$ cat src/rtl/cpu_ram_pkg.sv
// Shared constants for the CPU program/data RAM and the encoding of
// which requester currently owns the RAM port.
package cpu_ram_pkg;

    localparam int ADDR_W = 6;
    localparam int DATA_W = 16;

    typedef enum logic [1:0] {
        OWN_NONE = 2'd0,
        OWN_BOOT = 2'd1,
        OWN_CPU  = 2'd2
    } owner_t;

endpackage

$ cat src/rtl/ram_port_arbiter.sv
// Shares the single-port program/data RAM between the boot loader and the
// CPU control unit: per-cycle req/gnt, round-robin with a burst limit, boot override.
module ram_port_arbiter
    import cpu_ram_pkg::owner_t, cpu_ram_pkg::OWN_NONE, cpu_ram_pkg::OWN_BOOT, cpu_ram_pkg::OWN_CPU;
#(
    parameter int ADDR_W    = cpu_ram_pkg::ADDR_W,
    parameter int DATA_W    = cpu_ram_pkg::DATA_W,
    parameter int MAX_BURST = 4
) (
    input  logic              clk,
    input  logic              rst,
    input  logic              ce,
    input  logic              boot,
    input  logic              boot_req,
    input  logic              boot_we,
    input  logic [ADDR_W-1:0] boot_adr,
    input  logic [DATA_W-1:0] boot_wdata,
    output logic              boot_gnt,
    output logic              boot_rvalid,
    input  logic              cpu_req,
    input  logic              cpu_we,
    input  logic [ADDR_W-1:0] cpu_adr,
    input  logic [DATA_W-1:0] cpu_wdata,
    output logic              cpu_gnt,
    output logic              cpu_rvalid,
    output logic              ram_enable,
    output logic              ram_rw,
    output logic [ADDR_W-1:0] ram_adr,
    output logic [DATA_W-1:0] ram_in
);

    localparam int BW = $clog2(MAX_BURST + 1);
    localparam logic [BW-1:0] MAX_CNT = BW'(MAX_BURST);

    owner_t        owner, owner_n;
    owner_t        last_owner, last_owner_n;
    logic [BW-1:0] burst_cnt, burst_cnt_n;
    logic          boot_rvalid_n, cpu_rvalid_n;
    owner_t        winner;

    // State register
    always_ff @(posedge clk or posedge rst) begin
        if (rst) begin
            owner       <= OWN_NONE;
            last_owner  <= OWN_CPU;
            burst_cnt   <= '0;
            boot_rvalid <= 1'b0;
            cpu_rvalid  <= 1'b0;
        end else begin
            owner       <= owner_n;
            last_owner  <= last_owner_n;
            burst_cnt   <= burst_cnt_n;
            boot_rvalid <= boot_rvalid_n;
            cpu_rvalid  <= cpu_rvalid_n;
        end
    end

    // Grant decision; gated by rst so nothing reaches the RAM while in reset
    always_comb begin
        winner = OWN_NONE;
        if (ce && !rst) begin
            if (boot) begin
                winner = boot_req ? OWN_BOOT : OWN_NONE;
            end else if (boot_req && cpu_req) begin
                if (owner == OWN_NONE)
                    winner = (last_owner == OWN_BOOT) ? OWN_CPU : OWN_BOOT;
                else if (burst_cnt < MAX_CNT)
                    winner = owner;
                else
                    winner = (owner == OWN_BOOT) ? OWN_CPU : OWN_BOOT;
            end else if (boot_req) begin
                winner = OWN_BOOT;
            end else if (cpu_req) begin
                winner = OWN_CPU;
            end
        end
    end

    // Next-state
    always_comb begin
        owner_n       = owner;
        last_owner_n  = last_owner;
        burst_cnt_n   = burst_cnt;
        boot_rvalid_n = boot_rvalid;
        cpu_rvalid_n  = cpu_rvalid;
        if (ce) begin
            boot_rvalid_n = (winner == OWN_BOOT) && !boot_we;
            cpu_rvalid_n  = (winner == OWN_CPU) && !cpu_we;
            if (winner == OWN_NONE) begin
                owner_n     = OWN_NONE;
                burst_cnt_n = '0;
            end else begin
                last_owner_n = winner;
                if (winner == owner) begin
                    burst_cnt_n = (burst_cnt == MAX_CNT) ? MAX_CNT : burst_cnt + 1'b1;
                end else begin
                    owner_n     = winner;
                    burst_cnt_n = BW'(1);
                end
            end
        end
    end

    // Outputs: grants and RAM mux
    always_comb begin
        boot_gnt   = (winner == OWN_BOOT);
        cpu_gnt    = (winner == OWN_CPU);
        ram_enable = boot_gnt | cpu_gnt;
        ram_rw     = 1'b0;
        ram_adr    = '0;
        ram_in     = '0;
        if (boot_gnt) begin
            ram_rw  = boot_we;
            ram_adr = boot_adr;
            ram_in  = boot_wdata;
        end else if (cpu_gnt) begin
            ram_rw  = cpu_we;
            ram_adr = cpu_adr;
            ram_in  = cpu_wdata;
        end
    end

endmodule

$ cat config.mk
export PLATFORM = sky130hd
export DESIGN_NAME = ram_port_arbiter
export DESIGN_NICKNAME = d
export VERILOG_FILES = /design/src/rtl/cpu_ram_pkg.sv /design/src/rtl/ram_port_arbiter.sv
export SDC_FILE = /design/constraint.sdc
export NUM_CORES = 1
export LEC_CHECK = 0
export BUFFER_PORTS_ARGS = -buffer_cell sky130_fd_sc_hd__buf_2
export CORE_MARGIN = 8
export CORE_UTILIZATION = 35
export DETAILED_ROUTE_END_ITERATION = 7
export PLACE_DENSITY = 0.82
export SYNTH_ARGS = -nofsm -noshare
export SYNTH_HDL_FRONTEND = slang
export SYNTH_SLANG_ARGS = --single-unit
$ cat constraint.sdc
create_clock -name clk -period 4.28 [get_ports clk]
set_clock_uncertainty 0.15 [all_clocks]
set_input_delay 0.428 -clock clk [delete_from_list [all_inputs] [get_ports clk]]
set_output_delay 0.428 -clock clk [all_outputs]
set_load 0.1 [all_outputs]
==> parameters.txt <==
Parameter                              Value

Timing
  Measured slew at the worst slew-check pin    between 600 and 700 ps
  Worst Hold Slack    204 ps
  Final cycle utilization of the critical path    91.8%
  Final Hold Vio Count    0
  Worst slew margin relative to its limit    around 57%
  Final number of max-transition violations    0
  Aggregate negative setup slack    0 ps
  Setup repair after global routing missed its margin    false
  Maximum clock rate    around 250 MHz
  Post-layout minimum cycle time    3930 ps
  Worst path setup slack after routing    349 ps
  Number of setup violations in the final report    0

Logic synthesis
  Synth async-reset ratio    between 90% and 100%
  Gate Count Post-Synth    about 120
  Cell type contributing the most total cell area after synthesis    sky130_fd_sc_hd__dfrtp_1
  Share of the yosys chip area belonging to registers    between 20% and 30%
  Post-Syn Area    slightly below 900 um^2
  Average footprint of a synthesized cell    around 7.2 um^2
  Top cell types by occurrence after synthesis    33 x sky130_fd_sc_hd__nand2_1, 18 x sky130_fd_sc_hd__o21ai_0, 11 x sky130_fd_sc_hd__a22o_1, 10 x sky130_fd_sc_hd__inv_1, 8 x sky130_fd_sc_hd__dfrtp_1
  Flops & latches, synth    9
  Most common cell in the netlist    sky130_fd_sc_hd__nand2_1
  Yosys cell types    31
  Top FF cell, synth    sky130_fd_sc_hd__dfrtp_1
  Synthesized netlist net count    about 180
  Area share of the leading cell type in the synthesized netlist    22.8%
  Cell types with the largest area share after synthesis    sky130_fd_sc_hd__dfrtp_1 23%, sky130_fd_sc_hd__nand2_1 14%, sky130_fd_sc_hd__a22o_1 11%
  Number of enable-type register cells in the synthesized netlist    0
  Yosys warns    0

Clocking
  Maximum root-to-sink buffer count    2
  CTS Sinks    9
  Resized Gates After CTS    0
  Clock slew seen by the registers of the worst setup and hold paths    roughly 60 ps
  Number of levels in the clock H-tree    1
  TritonCTS clock tree    done
  Clock latency on the worst-skew pair    between 200 and 300 ps
  Clock buffer count from CTS    3
  Number of buffers inserted to repair setup after CTS    0
  Clk Tree Root Cell    sky130_fd_sc_hd__clkbuf_4

Routing
  Final routed wirelength across all metal layers    between 3000 and 4000 um
  Wl on met1    about 1200 um
  Count of nets left with antenna violations after detail routing    0
  Total number of vias    approximately 1100
  First-iteration detailed-routing DRC count    64
  Wire length per cell after detailed routing    14.2 um
  Max layer used    met4
  First-pass iteration count of the detailed router    6
  Met3 wire length    around 450 um
  Detail-routed via count per cell    between 5 and 6
  Met2 routed WL    1570 um
  Number of remaining DRC errors    0

Setup path
  Critical path data arrival time    3350 ps
  Crit path required time    3700 ps
  Type of origin of the critical path    primary input
  Worst Setup End Kind    primary output
  Critical path class    primary input to primary output
  Largest fanout on the critical path    16

Place
  Placement Cell Area    between 1000 and 1500 um^2
  Post-DP HPWL    ~2700 um
  Final estimated routing congestion in global placement    around 0.86
  Worst slack, placed    832 ps
  Number of buffers inserted by port buffering    79
  Placed Cells    roughly 220

Die
  Core Region    2430 um^2
  Die Span X    approximately 66 um
  Starting utilization of the core area    ~36%
  Row count    18
  Height of the chip    around 66 um
  Ports    80
  Die ar.    4360 um^2

Pwr
  Sequential cell fraction of total power    between 30% and 40%
  Gate power share    between 40% and 50%
  Switch Pwr    roughly 160 uW
  Leakage power    0.738 nW
  Internal Power    between 150 and 200 uW
  Power density over the cells    255 nW/um^2
  VDD IR-drop max    roughly 0.15 mV
  Switching power as a share of total power    a little under half
  Clock network fraction of total power    approximately a fifth

Status
  Status    finished clean

Final layout
  Layout cells sized above 1    between 40% and 50%
  Fin area    between 1000 and 1500 um^2
  Non-filler cells in the finished layout    228
  Ant. Diodes    0
  Layout fillers    approximately 250
  Final Net Count    about 260
  Layout Area Growth over Synthesis    49.6%

Global routing
  Initial antenna violation count    0
  Total congestion overflow after global routing    0
  First-pass GRT wire length    4950 um
  Maximum number of pins on one net before global-route repair    39
  Global router's overall resource usage    14.0%
  Number of global-route vias before repair    approximately 1100

Hold path
  Worst Hold Class    primary input to register

Flow run
  Max-cap check violation count    0
==> layout by cell type, fill, tap and decap left out, types with 2 or more instances in the layout <==
cell type	instances
sky130_fd_sc_hd__clkbuf_4	3
sky130_fd_sc_hd__and2_1	2
sky130_fd_sc_hd__a22o_1	11
sky130_fd_sc_hd__buf_2	79
sky130_fd_sc_hd__inv_1	10
sky130_fd_sc_hd__o2bb2ai_1	2
sky130_fd_sc_hd__o21ai_1	11
sky130_fd_sc_hd__o21ai_0	9
sky130_fd_sc_hd__nand2b_1	2
sky130_fd_sc_hd__nor2_1	3
sky130_fd_sc_hd__dfrtp_1	8
sky130_fd_sc_hd__nor2b_1	2
sky130_fd_sc_hd__ha_1	5
sky130_fd_sc_hd__nand2_1	33
==> what timing repair did <==
action                                  4_1_cts  5_1_grt
endpoints found under the hold margin         8        0
hold buffers                                  1        0
endpoints found under the setup margin        0        0
==> area by class of cell <==
cell class,instances,area [um^2],share of cell area (%)
multi-input combinational,94,572,43.6
sequential,9,226,17.3
timing repair buffer,81,413,31.5
tap,30,37.5,2.86
inverter,10,37.5,2.86
clock buffer,4,26.3,2.00
==> layer usage <==
layer | vias up | global-route usage, %
met3 | 3 | 5.08
met5 | - | 0
met2 | 60 | 24.7
met1 | 506 | 15.3
li1 | 575 | -
met4 | 0 | 4.00
==> sequential cells by signal, summed over array words and instances, names as in the netlist <==
register     flops
boot_rvalid      1
burst_cnt        3
cpu_rvalid       1
last_owner       2
owner            2
==> critical path, stage by stage <==
cell	delay [ps]
sky130_fd_sc_hd__dlygate4sd3_1	530
sky130_fd_sc_hd__buf_2	130
sky130_fd_sc_hd__and4bb_2	310
sky130_fd_sc_hd__o21ai_1	150
sky130_fd_sc_hd__inv_1	90
sky130_fd_sc_hd__ha_1	470
sky130_fd_sc_hd__nor2b_1	600
sky130_fd_sc_hd__a22o_1	230
sky130_fd_sc_hd__buf_2	430
==> final timing paths <==
path                          startpoint            end  slack, ps  cells past startpoint
max in group asynchronous            rst  last_owner[1]       3160                      3
hold / removal                   boot_we    boot_rvalid        200                      2
setup reg to reg           last_owner[1]   burst_cnt[0]       1950                      8
setup / recovery                     rst      ram_in[9]        350                      9
hold reg to reg              boot_rvalid    boot_rvalid        330                      1
min in group asynchronous            rst       owner[1]        520                      3
==> kinds of logic (layout without fill, tap and decap cells) <==
| kind of cell | Yosys count | count (layout) | synth area share, % |
|---|---|---|---|
| flip-flops | 9 | 9 | 25.8 |
| AO/OA/AOI/OAI | 41 | 41 | 32.7 |
| AND/OR/NAND/NOR | 47 | 47 | 24.3 |
| multiplexers | 1 | 1 | 1.14 |
| buffers and inverters | 18 | 95 | 8.99 |
| adder cells (fa/ha/maj) | 5 | 5 | 7.13 |
==> power groups by stage <==
stage / sequential (mW) / clock [mW] / combinational [mW]
floorplan: 0.106 / 0 / 0.115
global placement: 0.104 / 0 / 0.158
detailed placement: 0.105 / 0 / 0.161
CTS: 0.104 / 0.0706 / 0.162
global route: 0.106 / 0.0758 / 0.174
finish: 0.104 / 0.0686 / 0.162
==> through the flow <==
stage	utilization [%]	total power [mW]
2_1_floorplan	-	0.222
3_5_place_dp	52.5	0.266
6_report	54.0	0.335
3_3_place_gp	52.5	0.263
4_1_cts	54.0	0.337
5_1_grt	54.0	0.356
No activity file was read; power rests on OpenSTA's default activity.
